`config.mk`:
```
export PLATFORM = sky130hd
export DESIGN_NAME = auth_request_arbiter
export DESIGN_NICKNAME = d
export VERILOG_FILES = /design/src/rtl/auth_request_arbiter_pkg.sv /design/src/rtl/auth_request_arbiter_timeout_timer.sv /design/src/rtl/auth_request_arbiter.sv
export SDC_FILE = /design/constraint.sdc
export NUM_CORES = 1
export LEC_CHECK = 0
export BUFFER_PORTS_ARGS = -buffer_cell sky130_fd_sc_hd__buf_2
export CAP_MARGIN = 20
export CELL_PAD_IN_SITES_DETAIL_PLACEMENT = 0
export CELL_PAD_IN_SITES_GLOBAL_PLACEMENT = 1
export CORE_ASPECT_RATIO = 0.8
export CORE_UTILIZATION = 35
export DETAILED_ROUTE_END_ITERATION = 6
export GPL_TIMING_DRIVEN = 0
export PLACE_DENSITY = 0.71
export SYNTH_ARGS = -nofsm -noshare
export SYNTH_HDL_FRONTEND = slang
export SYNTH_SLANG_ARGS = --single-unit
```
`constraint.sdc`:
```
create_clock -name clk -period 1.9 [get_ports clk]
set_clock_uncertainty 0.15 [all_clocks]
set_input_delay 0.38 -clock clk [delete_from_list [all_inputs] [get_ports clk]]
set_output_delay 0.38 -clock clk [all_outputs]
set_load 0.01 [all_outputs]
```
`src/rtl/auth_request_arbiter_pkg.sv`:
```
// Shared constants for the PD/DEBUG authentication request arbiter:
// FSM encodings, source identifiers and the tie-break helper.
`timescale 1ns/1ps
package auth_request_arbiter_pkg;

    typedef enum logic [1:0] {
        ST_IDLE  = 2'd0,
        ST_ISSUE = 2'd1,
        ST_WAIT  = 2'd2,
        ST_DONE  = 2'd3
    } arb_state_t;

    localparam logic SRC_PD    = 1'b0;
    localparam logic SRC_DEBUG = 1'b1;

    localparam int TIMEOUT_CYCLES_DEFAULT = 1024;
    localparam int TO_W_DEFAULT           = 11;

    // Returns the source to grant; only meaningful when at least one is eligible.
    function automatic logic pick_source(input logic pd_elig,
                                         input logic dbg_elig,
                                         input logic last_grant,
                                         input logic pd_priority);
        if (pd_elig && dbg_elig)
            return pd_priority ? SRC_PD : ~last_grant;
        else if (dbg_elig)
            return SRC_DEBUG;
        else
            return SRC_PD;
    endfunction

endpackage

```
`src/rtl/auth_request_arbiter_timeout_timer.sv`:
```
// Transaction watchdog: counts enabled cycles from a clear and flags the
// last allowed cycle; saturates there so it can never wrap.
`timescale 1ns/1ps
module auth_timeout_timer #(
    parameter int TIMEOUT_CYCLES = 1024,
    parameter int TO_W           = 11
) (
    input  logic clk,
    input  logic reset,
    input  logic clear,
    input  logic enable,
    output logic expired
);

    localparam logic [TO_W-1:0] LAST = TO_W'(TIMEOUT_CYCLES - 1);

    logic [TO_W-1:0] count;

    always_ff @(posedge clk) begin
        if (!reset)
            count <= '0;
        else if (clear)
            count <= '0;
        else if (enable && count != LAST)
            count <= count + 1'b1;
    end

    assign expired = (count == LAST);

endmodule

```
`src/rtl/auth_request_arbiter.sv`:
```
// Arbitrates the single authentication engine between PD and DEBUG request
// sources and retires each served request with a one-cycle erase pulse.
`timescale 1ns/1ps
module auth_request_arbiter
    import auth_request_arbiter_pkg::*;
#(
    parameter int TIMEOUT_CYCLES = TIMEOUT_CYCLES_DEFAULT,
    parameter int TO_W           = TO_W_DEFAULT,
    parameter int PD_PRIORITY    = 0
) (
    input  logic       clk,
    input  logic       reset,
    input  logic [7:0] pending_auth_request_PD,
    input  logic [7:0] pending_auth_request_DEBUG,
    input  logic       PD_in_ready,
    input  logic       DEBUG_in_ready,
    input  logic       Ack_in,
    input  logic       auth_msg_ready,
    output logic       auth_start,
    output logic       sel_DEBUG,
    output logic       pending_auth_request_PD_erase,
    output logic       pending_auth_request_DEBUG_erase,
    output logic       busy,
    output logic       timeout_err
);

    arb_state_t state;
    logic       last_grant;
    logic       pd_elig;
    logic       dbg_elig;
    logic       grant_src;
    logic       expired;

    assign pd_elig   = (pending_auth_request_PD != 8'd0) && PD_in_ready;
    assign dbg_elig  = (pending_auth_request_DEBUG != 8'd0) && DEBUG_in_ready;
    assign grant_src = pick_source(pd_elig, dbg_elig, last_grant, PD_PRIORITY != 0);

    auth_timeout_timer #(
        .TIMEOUT_CYCLES(TIMEOUT_CYCLES),
        .TO_W          (TO_W)
    ) u_timer (
        .clk    (clk),
        .reset  (reset),
        .clear  (state == ST_IDLE),
        .enable ((state == ST_ISSUE) || (state == ST_WAIT)),
        .expired(expired)
    );

    always_ff @(posedge clk) begin
        if (!reset) begin
            state                            <= ST_IDLE;
            last_grant                       <= SRC_DEBUG;
            auth_start                       <= 1'b0;
            sel_DEBUG                        <= 1'b0;
            pending_auth_request_PD_erase    <= 1'b0;
            pending_auth_request_DEBUG_erase <= 1'b0;
            busy                             <= 1'b0;
            timeout_err                      <= 1'b0;
        end else begin
            pending_auth_request_PD_erase    <= 1'b0;
            pending_auth_request_DEBUG_erase <= 1'b0;
            timeout_err                      <= 1'b0;
            case (state)
                ST_IDLE: begin
                    if (pd_elig || dbg_elig) begin
                        sel_DEBUG  <= grant_src;
                        auth_start <= 1'b1;
                        busy       <= 1'b1;
                        state      <= ST_ISSUE;
                    end
                end
                ST_ISSUE: begin
                    if (Ack_in && !auth_msg_ready) begin
                        auth_start <= 1'b0;
                        state      <= ST_WAIT;
                    end else if (Ack_in || expired) begin
                        // Completion takes precedence over a coincident timeout.
                        auth_start                       <= 1'b0;
                        state                            <= ST_DONE;
                        pending_auth_request_PD_erase    <= (sel_DEBUG == SRC_PD);
                        pending_auth_request_DEBUG_erase <= (sel_DEBUG == SRC_DEBUG);
                        timeout_err                      <= !Ack_in;
                    end
                end
                ST_WAIT: begin
                    if (auth_msg_ready || expired) begin
                        state                            <= ST_DONE;
                        pending_auth_request_PD_erase    <= (sel_DEBUG == SRC_PD);
                        pending_auth_request_DEBUG_erase <= (sel_DEBUG == SRC_DEBUG);
                        timeout_err                      <= !auth_msg_ready;
                    end
                end
                ST_DONE: begin
                    last_grant <= sel_DEBUG;
                    busy       <= 1'b0;
                    state      <= ST_IDLE;
                end
                default: state <= ST_IDLE;
            endcase
        end
    end

endmodule

```
# Word-level counts from Yosys, hierarchy flattened
# Cells that the tools add are included.
[totals] ff_bits=20 latchBits=0 mem_bits_rw=0 romBits=0 output_inout_bits=6 word_cells=66 mem_count=0
[classes] addsub=1 n_mul=0 div=0 n_lt_le_gt_ge=0 eq_ne=8 n_shift=0 n_mux=24 n_bitwise=3 n_reduce_logical=21
[op_table] cell="nonzero test 8 bit" n=2
[op_table] cell="2-to-1 mux 1 bit" n=14
[op_table] cell="adder 11 x 1 -> 11 bit (second input constant)" n=1
[op_table] cell="== test 11 x 10 -> 1 bit (second input constant)" n=1
[op_table] cell="inequality test 11 x 10 -> 1 bit (second input constant)" n=1
[op_table] cell="case mux 1 bit (2 select lines)" n=5
[op_table] cell="2-to-1 mux 2 bit" n=4
[op_table] cell="case mux 2 bit (4 select lines)" n=1
[op_table] cell="AND reduction 3 bit" n=2
[op_table] cell="logical AND 1 bit" n=5
[op_table] cell="== test 2 bit (second input constant)" n=2
[op_table] cell="logical OR 1 bit" n=4
[op_table] cell="AND reduction 2 bit" n=2
[op_table] cell="nonzero test 2 bit" n=2
[op_table] cell="inequality test 3 x 1 -> 1 bit (second input constant)" n=1
[op_table] cell="inverter 1 bit" n=3
[op_table] cell="== test 2 x 1 -> 1 bit (second input constant)" n=1
[op_table] cell="zero test 1 bit" n=2
[op_table] cell="zero test 2 bit" n=1
[op_table] cell="inequality test 2 x 1 -> 1 bit (second input constant)" n=1
[op_table] cell="inequality test 2 bit (second input constant)" n=1
[op_table] cell="OR reduction 2 bit" n=1

# Depth between registers and ports, before layout
# Gate-level depths: netlist of run 1.
[depth] word_depth=5 depth_mapped=6 depth_no_buf=6

# Modules after synthesis
# Synthesis of run 1 repeated with hierarchy kept, for this count alone.
[hier_totals] hier_cells=125 area_unflattened_um2=1124.8
[modules_own_cells] module="auth_request_arbiter" instances=1 cells_per_inst=61 area_each_um2=570.5 seq_area_each_um2=180.2
[modules_own_cells] module="auth_timeout_timer" instances=1 cells_per_inst=64 area_each_um2=554.3 seq_area_each_um2=220.2

# Least setup slack after synthesis of run 1
# OpenSTA, ideal clock, no wires.
[synth_path] path_kind="reg-to-reg" from="reg state[0]" to="reg u_timer.count[8]" arrival_time_ps=1565 required_ps=1678 slack_ps=113 path_stages_with_launch=6 path_buffers=0 synth_period_minus_slack_ps=1787 path_cell_list="dfxtp_1 -> inv_1 -> ha_1 -> o311ai_2 -> or4_1 -> a21oi_1"
[synth_via] elab_chain_len=3 word_cells_on_any_way=6 cone_classes="eq/ne: 2; reduce/logical: 4"
[synth_lines] element="from (decl)" line="auth_request_arbiter.sv:27" text="arb_state_t state;"
[synth_lines] element="from (signal assigned)" line="auth_request_arbiter.sv:51" text="state <= ST_IDLE;"
[synth_lines] element="from (signal assigned)" line="auth_request_arbiter.sv:69" text="state <= ST_ISSUE;"
[synth_lines] element="from (signal assigned)" line="auth_request_arbiter.sv:75" text="state <= ST_WAIT;"
[synth_lines] element="== test 2 x 1 -> 1 bit or == test 2 bit (tied branches)" line="auth_request_arbiter.sv:45" text=".enable ((state == ST_ISSUE) || (state == ST_WAIT)),"
[synth_lines] element="logical OR 1 bit" line="auth_request_arbiter.sv:45"
[synth_lines] element="logical AND 1 bit" line="auth_request_arbiter_timeout_timer.sv:24" text="else if (enable && count != LAST)"
[synth_lines] element="to (signal assigned)" line="auth_request_arbiter_timeout_timer.sv:25" text="count <= count + 1'b1;"
[synth_lines] element="to (decl)" line="auth_request_arbiter_timeout_timer.sv:17" text="logic [TO_W-1:0] count;"
# Several ways; a longest one is shown, not always the timed one.
# A chain may end at the register's enable or synchronous reset.

# Final worst setup path of run 1
[layout_path] from="reg u_timer.count[1]" to="reg state[1]"
[layout_via] elab_chain_len=4 word_cells_on_any_way=6 cone_classes="eq/ne: 3; reduce/logical: 3"
[layout_lines] element="== test 11 x 10 -> 1 bit *" line="auth_request_arbiter_timeout_timer.sv:28" text="assign expired = (count == LAST);"
[layout_lines] element="logical OR 1 bit (on tied branches)" line="auth_request_arbiter.sv:76, auth_request_arbiter.sv:86"
[layout_lines] element="inequality test 3 x 1 -> 1 bit (no line) or inequality test 2 x 1 -> 1 bit (tied branches)"
[layout_lines] element="AND reduction 3 bit (no line) *"
[layout_lines] element="to (signal assigned)" line="auth_request_arbiter.sv:75"
[layout_lines] element="to (signal assigned)" line="auth_request_arbiter.sv:79" text="state <= ST_DONE;"
[layout_lines] element="to (signal assigned)" line="auth_request_arbiter.sv:87" text="state <= ST_DONE;"
# Every way passes the cells marked *; elsewhere a longest branch is shown, timed or not.

==> results of run 1 <==
==> cell usage after synthesis (2+ instances only) <==
| cell | number | area, um^2 |
|---|---|---|
| sky130_fd_sc_hd__a211o_1 | 3 | 26.3 |
| sky130_fd_sc_hd__a21oi_1 | 9 | 45.0 |
| sky130_fd_sc_hd__a31oi_1 | 2 | 12.5 |
| sky130_fd_sc_hd__dfxtp_1 | 20 | 400 |
| sky130_fd_sc_hd__ha_1 | 5 | 62.6 |
| sky130_fd_sc_hd__inv_1 | 9 | 33.8 |
| sky130_fd_sc_hd__nand2_1 | 9 | 33.8 |
| sky130_fd_sc_hd__nand3_1 | 3 | 15.0 |
| sky130_fd_sc_hd__nand4_1 | 3 | 18.8 |
| sky130_fd_sc_hd__nor2_1 | 4 | 15.0 |
| sky130_fd_sc_hd__nor2b_1 | 2 | 12.5 |
| sky130_fd_sc_hd__nor3_1 | 2 | 10.0 |
| sky130_fd_sc_hd__nor3b_1 | 2 | 15.0 |
| sky130_fd_sc_hd__o211ai_1 | 2 | 15.0 |
| sky130_fd_sc_hd__o21ai_0 | 4 | 20.0 |
| sky130_fd_sc_hd__o21ai_4 | 2 | 32.5 |
| sky130_fd_sc_hd__o21bai_1 | 2 | 15.0 |
| sky130_fd_sc_hd__o31ai_1 | 3 | 22.5 |
| sky130_fd_sc_hd__or3_1 | 4 | 25.0 |
| sky130_fd_sc_hd__or4_1 | 2 | 15.0 |
| sky130_fd_sc_hd__or4_4 | 3 | 33.8 |
| sky130_fd_sc_hd__xnor2_1 | 2 | 17.5 |
==> worst max-delay path, delay by kind of cell, from the launching register on <==
family	cells	cell delay, ns
AOI/OAI and AO/OA	1	0.24
and+or+nand+nor	2	0.66
muxes	1	0.20
adders and majority gates	1	0.14
DFF	1	0.38
==> sequential cells by signal, indices dropped and copies added (netlist names) <==
signal,count
busy,1
timeout_err,1
u_timer.count,11
state,2
pending_auth_request_DEBUG_erase,1
last_grant,1
auth_start,1
sel_DEBUG,1
pending_auth_request_PD_erase,1
==> area by class of cell <==
| type | instances | area share [%] |
|---|---|---|
| repair buffers | 28 | 10.2 |
| inverters | 9 | 2.41 |
| clock inverters | 1 | 2.14 |
| multi-input cells | 89 | 49.8 |
| clock buffers | 3 | 2.95 |
| well taps | 38 | 3.39 |
| flip-flops and latches | 20 | 29.1 |
==> path summary, 6_finish.rpt <==
check | from | endpoint | slack [ns] | depth (start not counted)
setup / recovery | u_timer.count[1] | state[1] | 0.06 | 5
hold reg to reg | state[1] | state[1] | 0.34 | 2
setup reg to reg | u_timer.count[1] | state[1] | 0.06 | 5
hold / removal | reset | last_grant | 0.25 | 2
==> report_power, final <==
group	internal [uW]	switching (uW)	total, uW
sequential	483	58.3	542
combinational	242	301	543
clock	281	144	425
total	1010	504	1510
==> cells by family after synthesis <==
| logic type | synth area share [%] |
|---|---|
| AOI/OAI and AO/OA | 27.4 |
| xor gates and xnor gates | 1.60 |
| adders and majority gates | 5.71 |
| buffers and inverters | 3.09 |
| DFF | 36.6 |
| muxes | 1.94 |
| and+or+nand+nor | 23.7 |
==> per-layer routing <==
metal | routed length [um] | track usage [%] | vias up
li1 | - | - | 514
met2 | 1220 | 29.3 | 15
met3 | 84 | 5.04 | 2
met1 | 1310 | 21.6 | 488
met5 | 0 | 0 | -
met4 | 14 | 4.81 | 0
==> what timing repair did <==
item | in CTS | in global routing
pin swaps | 0 | 2
endpoints found under the hold margin | 0 | 0
gates resized for setup | 3 | 8
setup endpoints to repair | 1 | 7
setup buffers | 0 | 1
==> cell usage in the layout, fill, tap and decap left out, drive strengths merged, types with 3 or more instances in the layout <==
cell type,instances
ha,5
o31ai,4
nor2,4
inv,9
dfxtp,20
nand3,3
or3,5
nand4,4
buf,28
o21ai,7
clkbuf,3
a211o,3
nand2,9
or4,5
a21oi,9
==> stage by stage <==
step	power, uW	hold WS [ns]	TNS, ns	utilization [%]	area, um^2
after floorplan	879	0.297	0	-	1090
after global placement	1010	0.319	-0.0606	44.5	1280
after detailed placement	1020	0.316	-0.134	44.5	1280
after CTS	1470	0.248	0	47.5	1360
after global routing	1610	0.255	-0.00636	48.8	1400
final	1510	0.248	0	48.8	1400
==> parameters.txt, run 1 <==
Parameter                              Value

Run status
  Result of the run    complete, no violations

Timing
  Worst max-slew margin expressed relative to the limit    67.1%
  Setup ws final    0.0639 ns
  Worst slew pin tran    0.490 ns
  Number of endpoints failing setup at the final stage    0
  Final hold vios    0
  Min Tclk post-route    1.84 ns
  Number of pins exceeding their max-slew limit in the final report    0
  Highest clock frequency the design can meet    0.545 GHz
  Tcrit/Tclk final    96.6%
  Setup repair after global routing missed its margin    true

Placement
  I/O Buffers    27
  Pre-CTS worst setup slack    -0.0777 ns
  Placed cell count    183
  Weighted congestion reported at the end of routability-driven placement    0.739
  Detailed-placement wirelength estimate    2020 um

CTS
  Count of hold buffers inserted by post-cts repair    0
  Sink Count    20
  Cell at the root of the clock tree    sky130_fd_sc_hd__clkbuf_8
  Number of CTS-inserted buffers    3
  Number of levels the H-tree was split into    1
  Insertion delay to the later sink of the worst-skew pair    0.26 ns
  CTS tree    yes
  Largest buffer count on any clock path    2
  Clock transition at path regs    0.08 ns

Routing
  Drt first-iter violations    54
  Routed Wire Length    2630 um
  Residual antenna-violating net count after detailed routing    0
  Detail-routed via count per cell    5.42
  Drt pass-1 iters    4
  Vias    1019
  Drt drc    0
  Wire length per cell    14.0 um

Global route
  Initial antenna violation count    0
  Vias in the first global route    971
  Maximum number of pins on one net before global-route repair    13
  Gr usage total    17.4%
  Overflow after GRT    0
  First-pass GRT wire length    4330 um

Worst setup path
  CP Capture Type    flop
  Type of the worst setup path    reg -> reg
  Required time reported for the critical path endpoint    1.93 ns
  Critical-path cell list    ha_4 > nand4b_1 > or3_4 > a32oi_2 > mux2i_1
  Critical-path maximum fanout    5
  Data arrival time at the worst-slack endpoint    1.87 ns
  Slowest cell on the critical path    sky130_fd_sc_hd__or3_4
  Category of the worst setup path launch point    flop
  Largest incremental delay on the critical path    0.46 ns

Die
  Overall die height    52.0 um
  Initial cell density of the core    38.1%
  Top-level port count    28
  Chip Width    64.5 um
  Area of the core    0.00287 mm^2
  Row Count    17
  Die Area    0.00336 mm^2

Logic synthesis
  Cell area after technology mapping    0.00109 mm^2
  Share of flip-flops with an asynchronous set or reset    0%
  Count of state elements after synthesis    20
  Number of synthesized flops with an enable pin    0
  Number of different library cells in the post-synthesis netlist    43
  Yosys synthesis warning count    0
  Net Count, Synth    145
  Average footprint of a synthesized cell    9.28 um^2
  Synthesized instance count    118
  Sequential fraction of the synthesis area    36.6%
  Predominant post-synthesis flop cell    sky130_fd_sc_hd__dfxtp_1

Min path
  Hold WC Path Type    in -> reg

Finish
  Final non-filler cell total    188
  Fraction of final layout cells with drive strength greater than 1    32.7%
  Layout filler cell count    285
  Inserted Diodes    0
  Post-layout nets    178
  P&R area growth vs syn    28.0%
  Storage cell area    408 um^2
  Multi-input gate area    698 um^2

Power
  Total power divided by cell area    1080 mW/mm^2
  Worst IR drop on VDD    960 uV
  P_leak    0.000539 uW

Run
  Max-cap check violation count    0
(Power assumes the default switching activity.)
==> run 2: changes to the inputs <==
--- a/config.mk
+++ b/config.mk
@@ -5,15 +5,16 @@
 export SDC_FILE = /design/constraint.sdc
 export NUM_CORES = 1
 export LEC_CHECK = 0
+export ABC_AREA = 1
 export BUFFER_PORTS_ARGS = -buffer_cell sky130_fd_sc_hd__buf_2
 export CAP_MARGIN = 20
 export CELL_PAD_IN_SITES_DETAIL_PLACEMENT = 0
 export CELL_PAD_IN_SITES_GLOBAL_PLACEMENT = 1
 export CORE_ASPECT_RATIO = 0.8
-export CORE_UTILIZATION = 35
+export CORE_UTILIZATION = 33
 export DETAILED_ROUTE_END_ITERATION = 6
 export GPL_TIMING_DRIVEN = 0
-export PLACE_DENSITY = 0.71
+export PLACE_DENSITY = 0.72
 export SYNTH_ARGS = -nofsm -noshare
 export SYNTH_HDL_FRONTEND = slang
 export SYNTH_SLANG_ARGS = --single-unit
==> parameters.txt, run 2 <==
Parameter                              Value

Timing
  Min Tclk post-route    1.73 ns (-0.108 ns)
  Final hold vios    0 (unchanged)
  Tcrit/Tclk final    91.0% (-5.7 points)
  Worst max-slew margin expressed relative to the limit    79.3% (+12 points)
  Number of pins exceeding their max-slew limit in the final report    0 (unchanged)
  Number of endpoints failing setup at the final stage    0 (unchanged)
  Highest clock frequency the design can meet    0.579 GHz (+6.2%)
  Fin Setup TNS    0 ns (unchanged)
  Setup repair after global routing missed its margin    false
  Worst slew pin tran    0.311 ns (-0.179 ns)

CTS
  Largest buffer count on any clock path    2 (unchanged)
  Sink Count    20 (unchanged)
  Count of hold buffers inserted by post-cts repair    0 (unchanged)
  Clock transition at path regs    0.08 ns (about the same)
  Cell at the root of the clock tree    sky130_fd_sc_hd__clkbuf_8
  Insertion delay to the later sink of the worst-skew pair    0.26 ns (about the same)
  Number of CTS-inserted buffers    3 (unchanged)
  Post-cts gate resize count    0 (-3)
  Number of post-CTS setup repair buffers    0 (unchanged)
  Number of levels the H-tree was split into    1 (unchanged)
  CTS tree    yes

Worst setup path
  Largest incremental delay on the critical path    0.40 ns (-0.06 ns)
  Slowest cell on the critical path    sky130_fd_sc_hd__dfxtp_2
  CP Capture Type    flop
  Data arrival time at the worst-slack endpoint    1.74 ns (-0.13 ns)
  Category of the worst setup path launch point    flop
  Critical-path cell list    ha_1 > inv_1 > nor2_4 > nand3_4 > nand2_8 > inv_4 > nand3_2 > nand2_1 > nand2_1 > nor2_1
  Largest delay contributor family on the critical path    simple AND/OR/NAND/NOR gates
  Required time reported for the critical path endpoint    1.91 ns (-0.02 ns)
  Type of the worst setup path    reg -> reg
  Cell mode on critical path    sky130_fd_sc_hd__nand2_1
  Critical-path maximum fanout    10 (+5)
  Buffers & Inverters on Critical Path    2 (+2)

Global route
  Maximum number of pins on one net before global-route repair    13 (unchanged)
  Vias in the first global route    947 (-2.5%)
  First-pass GRT wire length    4170 um (-3.5%)
  Gr usage total    15.9% (-1.5 points)
  Overflow after GRT    0 (unchanged)
  Initial antenna violation count    0 (unchanged)

Logic synthesis
  Cell with the most instances after synthesis    sky130_fd_sc_hd__nand2_1
  Yosys synthesis warning count    0 (unchanged)
  Cell area after technology mapping    0.00115 mm^2 (+4.8%)
  Synthesized instance count    168 (+42%)
  Number of different library cells in the post-synthesis netlist    23 (-47%)
  Count of state elements after synthesis    20 (unchanged)
  Share of flip-flops with an asynchronous set or reset    0% (unchanged)
  Dominant cell type by area after synthesis    sky130_fd_sc_hd__dfxtp_1
  Predominant post-synthesis flop cell    sky130_fd_sc_hd__dfxtp_1
  Average footprint of a synthesized cell    6.83 um^2 (-26%)
  Net Count, Synth    195 (+34%)
  Sequential fraction of the synthesis area    34.9% (-1.7 points)
  Number of synthesized flops with an enable pin    0 (unchanged)
  Top cells by area in the synthesized netlist    sky130_fd_sc_hd__dfxtp_1, sky130_fd_sc_hd__nand2_1, sky130_fd_sc_hd__a21oi_1
  Top cells by instance count after synthesis    sky130_fd_sc_hd__nand2_1, sky130_fd_sc_hd__inv_1, sky130_fd_sc_hd__nor2_1, sky130_fd_sc_hd__dfxtp_1, sky130_fd_sc_hd__a21oi_1
  Yosys top cell area share    34.9% (-1.7 points)

Finish
  Post-layout nets    227 (+28%)
  Inserted Diodes    0 (unchanged)
  Fraction of final layout cells with drive strength greater than 1    23.1% (-9.6 points)
  P&R area growth vs syn    22.7%
  Layout filler cell count    352 (+24%)
  Largest register by flop count    u_timer.count
  Top Registers    u_timer.count (11), state (2)
  Number of flip-flops in the largest register    11 (unchanged)
  Most common cell after layout, fill and taps aside    sky130_fd_sc_hd__nand2_1
  Highest-count cells in the layout ignoring fill and taps    sky130_fd_sc_hd__nand2_1, sky130_fd_sc_hd__buf_2, sky130_fd_sc_hd__inv_1, sky130_fd_sc_hd__nor2_1, sky130_fd_sc_hd__dfxtp_1

Run status
  Result of the run    complete, no violations

Placement
  I/O Buffers    27 (unchanged)
  Weighted congestion reported at the end of routability-driven placement    0.852 (+15%)
  Detailed-placement wirelength estimate    2000 um (-0.58%)

Routing
  Wire length per cell    10.6 um (-24%)
  Vias    1091 (+7.1%)
  Residual antenna-violating net count after detailed routing    0 (unchanged)
  Drt first-iter violations    60 (+11%)
  Detail-routed via count per cell    4.56 (-16%)
  Routed Wire Length    2540 um (-3.3%)
  Drt drc    0 (unchanged)
  Drt pass-1 iters    6 (+2)

Power
  P_leak    0.000631 uW (+17%)
  Total power divided by cell area    1150 mW/mm^2 (+6.4%)
  Final Total Pwr    1610 uW (+6.8%)
  Worst IR drop on VDD    736 uV (-23%)

Die
  Row Count    18 (+1)
  Overall die height    54.7 um (+5.2%)
  Die Area    0.00372 mm^2 (+11%)
  Area of the core    0.00320 mm^2 (+11%)
  Initial cell density of the core    35.9% (-2.3 points)
  Chip Width    67.9 um (+5.3%)
  Top-level port count    28 (unchanged)

Run
  Max-cap check violation count    0 (unchanged)

Min path
  Hold WC Path Type    in -> reg
[run 2: cell types whose count changed after synthesis, moves of 3 or more]
cell,delta
sky130_fd_sc_hd__inv_1,+12
sky130_fd_sc_hd__or3_1,-4
sky130_fd_sc_hd__a21oi_1,+7
sky130_fd_sc_hd__o31ai_1,-3
sky130_fd_sc_hd__nor2_1,+17
sky130_fd_sc_hd__or4_4,-3
sky130_fd_sc_hd__nand2_1,+38
sky130_fd_sc_hd__a211o_1,-3
sky130_fd_sc_hd__nand3_1,+6
[run 2: area by class of cell]
class                   instances  area, um^2  area share (%)
clock inverters                 1        30.0            2.13
inverters                      22        85.1            6.04
flip-flops and latches         20         402            28.5
repair buffers                 27         135            9.60
multi-input cells             126         664            47.2
well taps                      40        50.0            3.56
clock buffers                   3        41.3            2.93
[run 2: tightest hold or removal path: cells and delay by family]
family / cells / cell delay (ns)
buffers and inverters: 1 / 0.15
AND/OR/NAND/NOR: 2 / 0.10
[run 2: path summary, 6_finish.rpt]
check	from	end	slack (ns)	cells after the start
max	u_timer.count[0]	u_timer.count[5]	0.17	10
min	reset	auth_start	0.26	3
min reg2reg	u_timer.count[10]	u_timer.count[10]	0.31	2
max reg2reg	u_timer.count[0]	u_timer.count[5]	0.17	10
[run 2: power by group]
part           switching, uW  internal [uW]  leakage, uW
sequential              59.3            484     0.000163
combinational            422            221     0.000432
clock                    146            281    0.0000357
[run 2: kinds of logic after synthesis]
group	Yosys count	synth area share, %
simple gates	94	39.8
xor+xnor	2	1.53
compound gates	25	10.9
flops	20	34.9
fa+ha+maj	5	5.45
buf+inv	22	7.42
[run 2: metrics by stage]
step | instances | setup slack (ns) | instance area, um^2 | hold WS, ns | util (%)
detailed placement | 235 | 0.110 | 1330 | 0.304 | 41.7
global route | 239 | 0.0317 | 1410 | 0.258 | 44.0
finish | 239 | 0.172 | 1410 | 0.257 | 44.0
floorplan | 168 | 0.330 | 1150 | 0.282 | -
global placement | 235 | 0.113 | 1330 | 0.292 | 41.7
CTS | 239 | 0.0812 | 1400 | 0.250 | 43.9
[run 2: routing by layer]
layer	track usage (%)	up-vias	share of wire [%]
met1	22.3	469	52
met5	0	-	0
met4	5.56	0	1.2
met3	4.38	4	6.5
met2	23.2	24	40
li1	-	594	-
==> run 3: changes to the inputs <==
--- a/config.mk
+++ b/config.mk
@@ -15,6 +15,7 @@
 export DETAILED_ROUTE_END_ITERATION = 6
 export GPL_TIMING_DRIVEN = 0
 export PLACE_DENSITY = 0.72
+export SETUP_SLACK_MARGIN = 0.5
 export SYNTH_ARGS = -nofsm -noshare
 export SYNTH_HDL_FRONTEND = slang
 export SYNTH_SLANG_ARGS = --single-unit
==> parameters.txt, run 3 (same netlist as run 2, synthesis figures left out) <==
Parameter                              Value

Timing
  Worst max-slew margin expressed relative to the limit    81.3% (+2.0 points)
  Worst slew pin tran    0.279 ns (-0.0317 ns)
  Number of endpoints failing setup at the final stage    0 (unchanged)
  Tcrit/Tclk final    78.9% (-12 points)
  Final hold vios    0 (unchanged)
  Fin Setup TNS    0 ns (unchanged)
  Setup repair after global routing missed its margin    true
  Min Tclk post-route    1.50 ns (-0.230 ns)
  Setup ws final    0.401 ns (+0.230 ns)
  Highest clock frequency the design can meet    0.667 GHz (+15%)
  Number of pins exceeding their max-slew limit in the final report    0 (unchanged)

Finish
  Layout filler cell count    346 (-1.7%)
  Top Registers    u_timer.count (11), state (2)
  Final core utilization    49.9% (+5.9 points)
  Most common cell after layout, fill and taps aside    sky130_fd_sc_hd__nand2_1
  Largest register by flop count    u_timer.count
  Inserted Diodes    0 (unchanged)
  P&R area growth vs syn    39.0%
  Post-layout nets    237 (+4.4%)
  Highest-count cells in the layout ignoring fill and taps    sky130_fd_sc_hd__nand2_1, sky130_fd_sc_hd__buf_2, sky130_fd_sc_hd__nor2_1, sky130_fd_sc_hd__inv_1
  Fraction of final layout cells with drive strength greater than 1    37.8% (+15 points)
  Number of flip-flops in the largest register    11 (unchanged)

Global route
  Gr usage total    16.4% (+0.48 points)
  Vias in the first global route    1014 (+7.1%)
  Maximum number of pins on one net before global-route repair    12 (-1)
  Overflow after GRT    0 (unchanged)
  Initial antenna violation count    0 (unchanged)
  First-pass GRT wire length    4400 um (+5.3%)

CTS
  Clock transition at path regs    0.07 ns (about the same)
  CTS tree    yes
  Number of levels the H-tree was split into    1 (unchanged)
  Number of CTS-inserted buffers    3 (unchanged)
  Insertion delay to the later sink of the worst-skew pair    0.25 ns (about the same)
  Count of hold buffers inserted by post-cts repair    0 (unchanged)
  Largest buffer count on any clock path    2 (unchanged)
  Cell at the root of the clock tree    sky130_fd_sc_hd__clkbuf_8
  Sink Count    20 (unchanged)

Worst setup path
  Category of the worst setup path launch point    flop
  Critical path launch point    u_timer.count[1]
  Data arrival time at the worst-slack endpoint    1.53 ns (-0.21 ns)
  Required time reported for the critical path endpoint    1.93 ns (+0.02 ns)
  CP Capture Type    flop
  Reg2reg start    u_timer.count[1]
  Type of the worst setup path    reg -> reg
  Critical-path maximum fanout    8 (-2)

Die
  Die Area    0.00372 mm^2 (unchanged)
  Row Count    18 (unchanged)
  Chip Width    67.9 um (unchanged)
  Area of the core    0.00320 mm^2 (unchanged)
  Overall die height    54.7 um (unchanged)
  Initial cell density of the core    35.9% (unchanged)
  Top-level port count    28 (unchanged)

Power
  P_leak    0.000713 uW (+13%)
  Total power divided by cell area    1160 mW/mm^2 (+1.3%)
  Worst IR drop on VDD    760 uV (+3.4%)

Placement
  Pre-CTS worst setup slack    0.197 ns (+0.0869 ns)
  Weighted congestion reported at the end of routability-driven placement    0.794 (-6.8%)
  Detailed-placement wirelength estimate    2050 um (+2.2%)
  I/O Buffers    27 (unchanged)

Routing
  Vias    1159 (+6.2%)
  Residual antenna-violating net count after detailed routing    0 (unchanged)
  Drt first-iter violations    66 (+10%)
  Detail-routed via count per cell    4.65 (+2.0%)
  Routed Wire Length    2880 um (+13%)
  Drt drc    0 (unchanged)
  Drt pass-1 iters    5 (-1)
  Wire length per cell    11.6 um (+8.9%)

Min path
  Hold WC Path Type    in -> reg
  Hold Path Origin    reset

Run
  Max-cap check violation count    0 (unchanged)

Run status
  Result of the run    complete, no violations
-- run 3: cell count changes in the layout (fill, tap and decap cells not counted), moves of 4 or more --
cell,change
sky130_fd_sc_hd__buf_4,+8
sky130_fd_sc_hd__a21oi_2,+4
sky130_fd_sc_hd__dfxtp_1,-7
sky130_fd_sc_hd__dfxtp_2,+5
sky130_fd_sc_hd__nand2_1,-5
sky130_fd_sc_hd__nand2_2,+4
sky130_fd_sc_hd__a21oi_1,-4
-- run 3: path summary, 6_finish.rpt --
kind,cells after the start,slack (ns),end
min,3,0.26,state[1]
max reg2reg,8,0.40,u_timer.count[3]
min reg2reg,1,0.31,pending_auth_request_PD_erase
max,8,0.40,u_timer.count[3]
-- run 3: power by group --
group / internal [uW] / total, uW / switching (uW)
Sequential: 496 / 557 / 60.4
Clock: 184 / 319 / 135
Combinational: 403 / 977 / 574
-- run 3: area by class of cell --
type / count / area [um^2] / area share, %
Timing Repair Buffer: 36 / 215 / 13.5
Clock buffer: 4 / 55.1 / 3.45
Sequential cell: 20 / 415 / 26.0
Inverter: 22 / 87.6 / 5.49
Multi-Input combinational cell: 127 / 772 / 48.4
Tap cell: 40 / 50.0 / 3.14
-- run 3: timing repair --
item | 4_1_cts | 5_1_grt
resized for setup | 12 | 16
cloned | 1 | 0
pin swaps | 6 | 13
endpoints found under the setup margin | 16 | 18
setup buffers | 3 | 6
-- run 3: per-layer routing --
layer	share of wire (%)	up-vias	global-route usage [%]
met5	0	-	0
met4	0.87	0	7.29
met3	5.8	4	3.13
met2	42	31	26.0
met1	51	505	21.6
li1	-	619	-
-- run 3: stage by stage --
stage / instances / hold slack (ns) / cell area, um^2 / power, uW
after detailed placement: 235 / 0.311 / 1360 / 1250
after global routing: 249 / 0.271 / 1600 / 1970
final: 249 / 0.264 / 1600 / 1850
after floorplan: 168 / 0.282 / 1180 / 1070
after CTS: 243 / 0.262 / 1490 / 1700
after global placement: 235 / 0.292 / 1360 / 1230
-- run 3: worst max-delay path: stages, from the launching register on --
cell and delay [ns]:
sky130_fd_sc_hd__dfxtp_4 0.37, sky130_fd_sc_hd__ha_4 0.14, sky130_fd_sc_hd__inv_2 0.05, sky130_fd_sc_hd__nor2_4 0.12, sky130_fd_sc_hd__nand3_4 0.17, sky130_fd_sc_hd__buf_12 0.18
sky130_fd_sc_hd__nand2_8 0.07, sky130_fd_sc_hd__nand2_1 0.05, sky130_fd_sc_hd__a21oi_1 0.13
